===== src/rtl/sram_dp_be.sv =====
// Simple-dual-port synchronous SRAM with per-byte write enables, selectable
// read-during-write behaviour, optional output register and a clear sequencer.
module sram_dp_be #(
  parameter int unsigned DATA_W   = 8,
  parameter int unsigned ADDR_W   = 4,
  parameter int unsigned RDW_MODE = 0,
  parameter int unsigned OUT_REG  = 0
) (
  input  logic                  clk,
  input  logic                  rst_n,
  input  logic                  clr,
  output logic                  init_busy,
  input  logic                  wr_en,
  input  logic [ADDR_W-1:0]     wr_addr,
  input  logic [DATA_W-1:0]     wr_data,
  input  logic [DATA_W/8-1:0]   wr_be,
  input  logic                  rd_en,
  input  logic [ADDR_W-1:0]     rd_addr,
  output logic [DATA_W-1:0]     rd_data,
  output logic                  rd_valid
);

  localparam int unsigned DEPTH = 2 ** ADDR_W;
  localparam int unsigned NB    = DATA_W / 8;

  typedef enum logic {
    ST_INIT,
    ST_READY
  } state_t;

  state_t              state_q, state_d;
  logic [ADDR_W-1:0]   init_cnt_q, init_cnt_d;
  logic [DATA_W-1:0]   mem [DEPTH];

  logic                accept;
  logic                wr_fire;
  logic                rd_fire;
  logic                collide;
  logic [DATA_W-1:0]   old_word;
  logic [DATA_W-1:0]   merged_word;
  logic [DATA_W-1:0]   rd_word;
  logic                out_fire;
  logic [DATA_W-1:0]   out_word;
  logic [DATA_W-1:0]   rd_data_q;
  logic                rd_valid_q;

  always_ff @(posedge clk or negedge rst_n) begin
    if (!rst_n) begin
      state_q    <= ST_INIT;
      init_cnt_q <= '0;
    end else begin
      state_q    <= state_d;
      init_cnt_q <= init_cnt_d;
    end
  end

  always_comb begin
    state_d    = state_q;
    init_cnt_d = init_cnt_q;
    case (state_q)
      ST_INIT: begin
        init_cnt_d = init_cnt_q + 1'b1;
        if (init_cnt_q == ADDR_W'(DEPTH - 1)) begin
          state_d = ST_READY;
        end
      end
      ST_READY: begin
        if (clr) begin
          state_d    = ST_INIT;
          init_cnt_d = '0;
        end
      end
      default: begin
        state_d    = ST_INIT;
        init_cnt_d = '0;
      end
    endcase
  end

  assign init_busy = (state_q == ST_INIT);

  // clr wins over any access presented in the same cycle
  assign accept  = (state_q == ST_READY) && !clr;
  assign wr_fire = accept && wr_en;
  assign rd_fire = accept && rd_en;

  always_ff @(posedge clk) begin
    if (state_q == ST_INIT) begin
      mem[init_cnt_q] <= '0;
    end else if (wr_fire) begin
      for (int unsigned i = 0; i < NB; i++) begin
        if (wr_be[i]) begin
          mem[wr_addr][8*i +: 8] <= wr_data[8*i +: 8];
        end
      end
    end
  end

  assign old_word = mem[rd_addr];
  assign collide  = wr_fire && (wr_addr == rd_addr);

  always_comb begin
    merged_word = old_word;
    for (int unsigned i = 0; i < NB; i++) begin
      if (wr_be[i]) begin
        merged_word[8*i +: 8] = wr_data[8*i +: 8];
      end
    end
  end

  assign rd_word = ((RDW_MODE == 1) && collide) ? merged_word : old_word;

  // Stage 1 runs regardless of FSM state so an in-flight read still lands
  generate
    if (OUT_REG != 0) begin : g_oreg
      logic              s1_valid;
      logic [DATA_W-1:0] s1_data;

      always_ff @(posedge clk or negedge rst_n) begin
        if (!rst_n) begin
          s1_valid <= 1'b0;
          s1_data  <= '0;
        end else begin
          s1_valid <= rd_fire;
          if (rd_fire) begin
            s1_data <= rd_word;
          end
        end
      end

      assign out_fire = s1_valid;
      assign out_word = s1_data;
    end else begin : g_noreg
      assign out_fire = rd_fire;
      assign out_word = rd_word;
    end
  endgenerate

  always_ff @(posedge clk or negedge rst_n) begin
    if (!rst_n) begin
      rd_valid_q <= 1'b0;
      rd_data_q  <= '0;
    end else begin
      rd_valid_q <= out_fire;
      if (out_fire) begin
        rd_data_q <= out_word;
      end
    end
  end

  assign rd_valid = rd_valid_q;
  assign rd_data  = rd_data_q;

endmodule


===== config.mk =====
export PLATFORM = sky130hd
export DESIGN_NAME = sram_dp_be
export DESIGN_NICKNAME = d
export VERILOG_FILES = /design/src/rtl/sram_dp_be.sv
export SDC_FILE = /design/constraint.sdc
export NUM_CORES = 1
export LEC_CHECK = 0
export CORE_UTILIZATION = 25
export CTS_BUF_LIST = sky130_fd_sc_hd__clkbuf_16
export CTS_CLUSTER_DIAMETER = 50
export DETAILED_ROUTE_END_ITERATION = 8
export GPL_TIMING_DRIVEN = 0
export SYNTH_ARGS = -nofsm -noshare
export SYNTH_HDL_FRONTEND = slang
export SYNTH_SLANG_ARGS = --single-unit

===== constraint.sdc =====
create_clock -name clk -period 5.1 [get_ports clk]
set_clock_uncertainty 0.15 [all_clocks]
set_input_delay 0.51 -clock clk [delete_from_list [all_inputs] [get_ports clk]]
set_output_delay 0.51 -clock clk [all_outputs]
set_load 0.02 [all_outputs]

==> impl_metrics.csv <==
group,metric,value,unit
synthesis,ys.warnings.count,0,
sta,fmax,333,MHz
grt,overflow,0,
grt,grt_pass1_vias,3050,
flow_run,maxCapViolCount,0,
sta,finalSetupViolCount,0,
power_and_ir_drop,clkPwrFrac,36.4,%
sta,fin_crit_sh,58.8,%
clock_tree,cts_sinks,142,
grt,antenna_found_initial,0,
worst_setup_path,worstSetupEndpointType,"flop",
sta,max_slew_margin,28.9,%
sta,setup_tns,0,ps
synthesis,synthFlopType,"edfxtp_1",
worst_setup_path,crit_family,"simple AND/OR/NAND/NOR gates",
route,drt-total-wl,12.3,mm
worst_setup_path,regToRegStartpoint,"state_q$_DFF_PN0_",
worst_hold_path,hp-class,"reg2reg",
clock_tree,postCtsResizedCells,0,
floorplan,die_w,154,microns
worst_setup_path,ff2ff_setup_slack,2230,ps
grt,grt_pass1_wl,18.7,mm
floorplan,initial_utilization,25.5,%
route,drc_errors,0,
synthesis,synthArstFlopShare,9.86,%
sta,rsz0062_at_grt,"no",
synthesis,synth_cell_types,41,
worst_setup_path,cpPeakStageDelay,860,ps
route,ant_nets,0,
final_layout,area_delta_synth_final,22.0,%
worst_setup_path,start_kind,"primary input",
synthesis,avgSynthCellArea,19.4,sq um
power_and_ir_drop,internal-power,2540,uW
route,drtIter0Drc,255,
clock_tree,clk_latency,420,ps
floorplan,coreArea,0.0226,sq mm
worst_setup_path,path_cells,"clkdlybuf4s50_1, and4b_1, clkbuf_1, a31oi_1, nor2_1",
floorplan,pin_count,32,
worst_setup_path,worstPathRequired,4990,ps
worst_setup_path,rr_endpoint,"mem[1][6]$_DFFE_PP_",
route,drt_pre_antenna_iters,4,
clock_tree,postCtsHoldBufs,0,
floorplan,die-area,0.0236,sq mm
power_and_ir_drop,p_leak,0.00245,uW
power_and_ir_drop,power.switching,951,uW
worst_hold_path,worstHoldStart,"rd_data[7]$_DFFE_PN0P_",
sta,drv_slew,0,
synthesis,syn_inst,296,
worst_setup_path,crit_type,"in2reg",
worst_setup_path,crit_cells,5,
grt,track_usage,11.0,%
clock_tree,clockBufferDepth,2,
power_and_ir_drop,comb_power_share,17.6,%
route,dr_total_vias,2940,
route,vias_per_cell,4.57,
sta,hold_violations,0,
place,dp_hpwl,8.08,mm
synthesis,synth_area,0.00575,sq mm
clock_tree,h-tree-depth,4,
floorplan,die_h,154,microns
final_layout,fin_area,0.00702,sq mm
route,wire_per_inst,19.1,microns
floorplan,rows,55,
worst_setup_path,cp_max_fo,10,
worst_setup_path,cp_slowest_cell,"nor2_1",
worst_hold_path,holdPathEnd,"rd_data[7]$_DFFE_PN0P_",
worst_setup_path,arrival,2890,ps
power_and_ir_drop,swShare,27.3,%
power_and_ir_drop,p_seq_share,46.0,%
sta,worst_pin_slew,1060,ps
worst_setup_path,startpoint,"clr",
worst_setup_path,r2r_cells,5,
final_layout,final_nets,368,
clock_tree,numCtsBuffers,17,
place,io_buffers,30,
worst_hold_path,hold_path_depth,2,
final_layout,layout-drive-gt1-share,16.2,%
outcome,status,"completed",
final_layout,antennaDiodeCount,0,
synthesis,ys_seq_elements,142,
sta,fin_crit,3000,ps
clock_tree,root_buffer,"clkbuf_16",
power_and_ir_drop,ir_drop,0.239,mV
clock_tree,post_cts_buffers,0,
power_and_ir_drop,power-per-cell-area,497,mW/mm^2
synthesis,seq_area_frac_synth,72.9,%
place,gp_congestion,0.872,
synthesis,synth_edf_count,128,
clock_tree,clk_pin_slew,60,ps
clock_tree,cts_tree,"done",
worst_setup_path,worst-path-buf-inv,2,
grt,grt_max_degree,17,
place,place_area,0.00641,sq mm
synthesis,synthesis.nets,319,
[worst max-delay path by stage]
stage | endpoint
after floorplan | mem[1][0]$_DFFE_PP_
after global placement | mem[1][2]$_DFFE_PP_
after detailed placement | mem[1][2]$_DFFE_PP_
after CTS | mem[1][6]$_DFFE_PP_
after global routing | mem[1][6]$_DFFE_PP_
final | mem[1][6]$_DFFE_PP_
[metrics by stage]
stage	std cells	util, %	power [uW]	worst slack (ps)	hold WS (ps)
finish	643	31.1	3490	2100	363
global route	643	31.1	3620	1980	407
CTS	643	31.1	3520	2140	366
detailed placement	611	28.4	2250	1700	345
global placement	611	28.4	2220	1760	338
floorplan	296	-	1980	3030	64.4
[cells by family (layout without fill, tap and decap cells)]
kind of cell	Yosys count	in the layout	synth area share, %
buffers and inverters	22	84	2.17
XOR/XNOR	2	2	0.304
flip-flops	142	142	72.9
AO/OA/AOI/OAI	25	25	3.24
AND/OR/NAND/NOR	57	57	5.18
adder cells (fa/ha/maj)	1	1	0.217
multiplexers	47	47	16.0
[worst min-delay path, cell delays in order, from the launching register on]
cell and delay (ps):
dfrtp_1 350, nand2_1 60, o221ai_1 60
[cells in the final DEF (no fill, tap or decap), types with 3 or more instances in the layout]
cell	n
dfrtp_1	14
buf_2	7
mux4_1	22
edfxtp_1	128
nor2_1	18
clkbuf_16	17
mux4_2	7
clkinvlp_4	4
buf_6	4
nand2_1	11
mux2_2	4
clkdlybuf4s50_1	30
clkbuf_1	3
inv_6	4
and2_1	8
inv_1	6
nor3b_1	4
bufinv_16	3
mux2i_1	14
o221ai_1	6
clkinv_4	3
a31oi_1	6
[power groups by stage]
stage               Sequential [uW]  Combinational (uW)  Clock (uW)
floorplan                      1620                 354           0
global placement               1610                 608           0
detailed placement             1630                 623           0
CTS                            1610                 624        1290
global route                   1620                 671        1330
finish                         1600                 614        1270
[per-layer routing]
layer	wire [microns]	vias up	GRT usage, %
li1	-	1315	-
met1	5400	1501	15.2
met2	5640	112	16.3
met3	1070	12	3.49
met4	138	0	3.76
met5	0	-	0
[layout make-up]
cell class	count	area, sq um
inverter	7	26.3
buffer	15	98.8
fill	2166	15500
sequential	142	4190
multi-input combinational	132	1440
clock buffer	17	425
tap	285	357
timing repair buffer	30	300
clock inverter	15	186
[sequential cells by signal, indices dropped and copies added (netlist names)]
| name | count |
|---|---|
| rd_data | 8 |
| init_cnt_q | 4 |
| rd_valid | 1 |
| mem | 128 |
| state_q | 1 |
[synthesized netlist by cell type, types with 2 or more instances]
cell | count | area share, %
buf_6 | 4 | 0.78
nor4_1 | 2 | 0.22
nor2_1 | 18 | 1.2
o22ai_1 | 2 | 0.22
mux2_2 | 4 | 0.78
dfrtp_1 | 14 | 6.1
nor2b_1 | 2 | 0.22
mux4_2 | 7 | 2.7
nand2b_1 | 2 | 0.22
a31oi_1 | 6 | 0.65
o21ai_0 | 2 | 0.17
inv_1 | 6 | 0.39
nand2_1 | 11 | 0.72
nor3b_1 | 4 | 0.52
edfxtp_1 | 128 | 67
xnor2_1 | 2 | 0.30
buf_2 | 7 | 0.61
a2111oi_0 | 2 | 0.30
nor3_1 | 2 | 0.17
nand3_1 | 2 | 0.17
and2_1 | 8 | 0.87
o221ai_1 | 6 | 0.91
clkbuf_1 | 3 | 0.20
mux4_1 | 22 | 10
mux2i_1 | 14 | 2.4
Note: power is estimated with default switching activity, not from simulation.
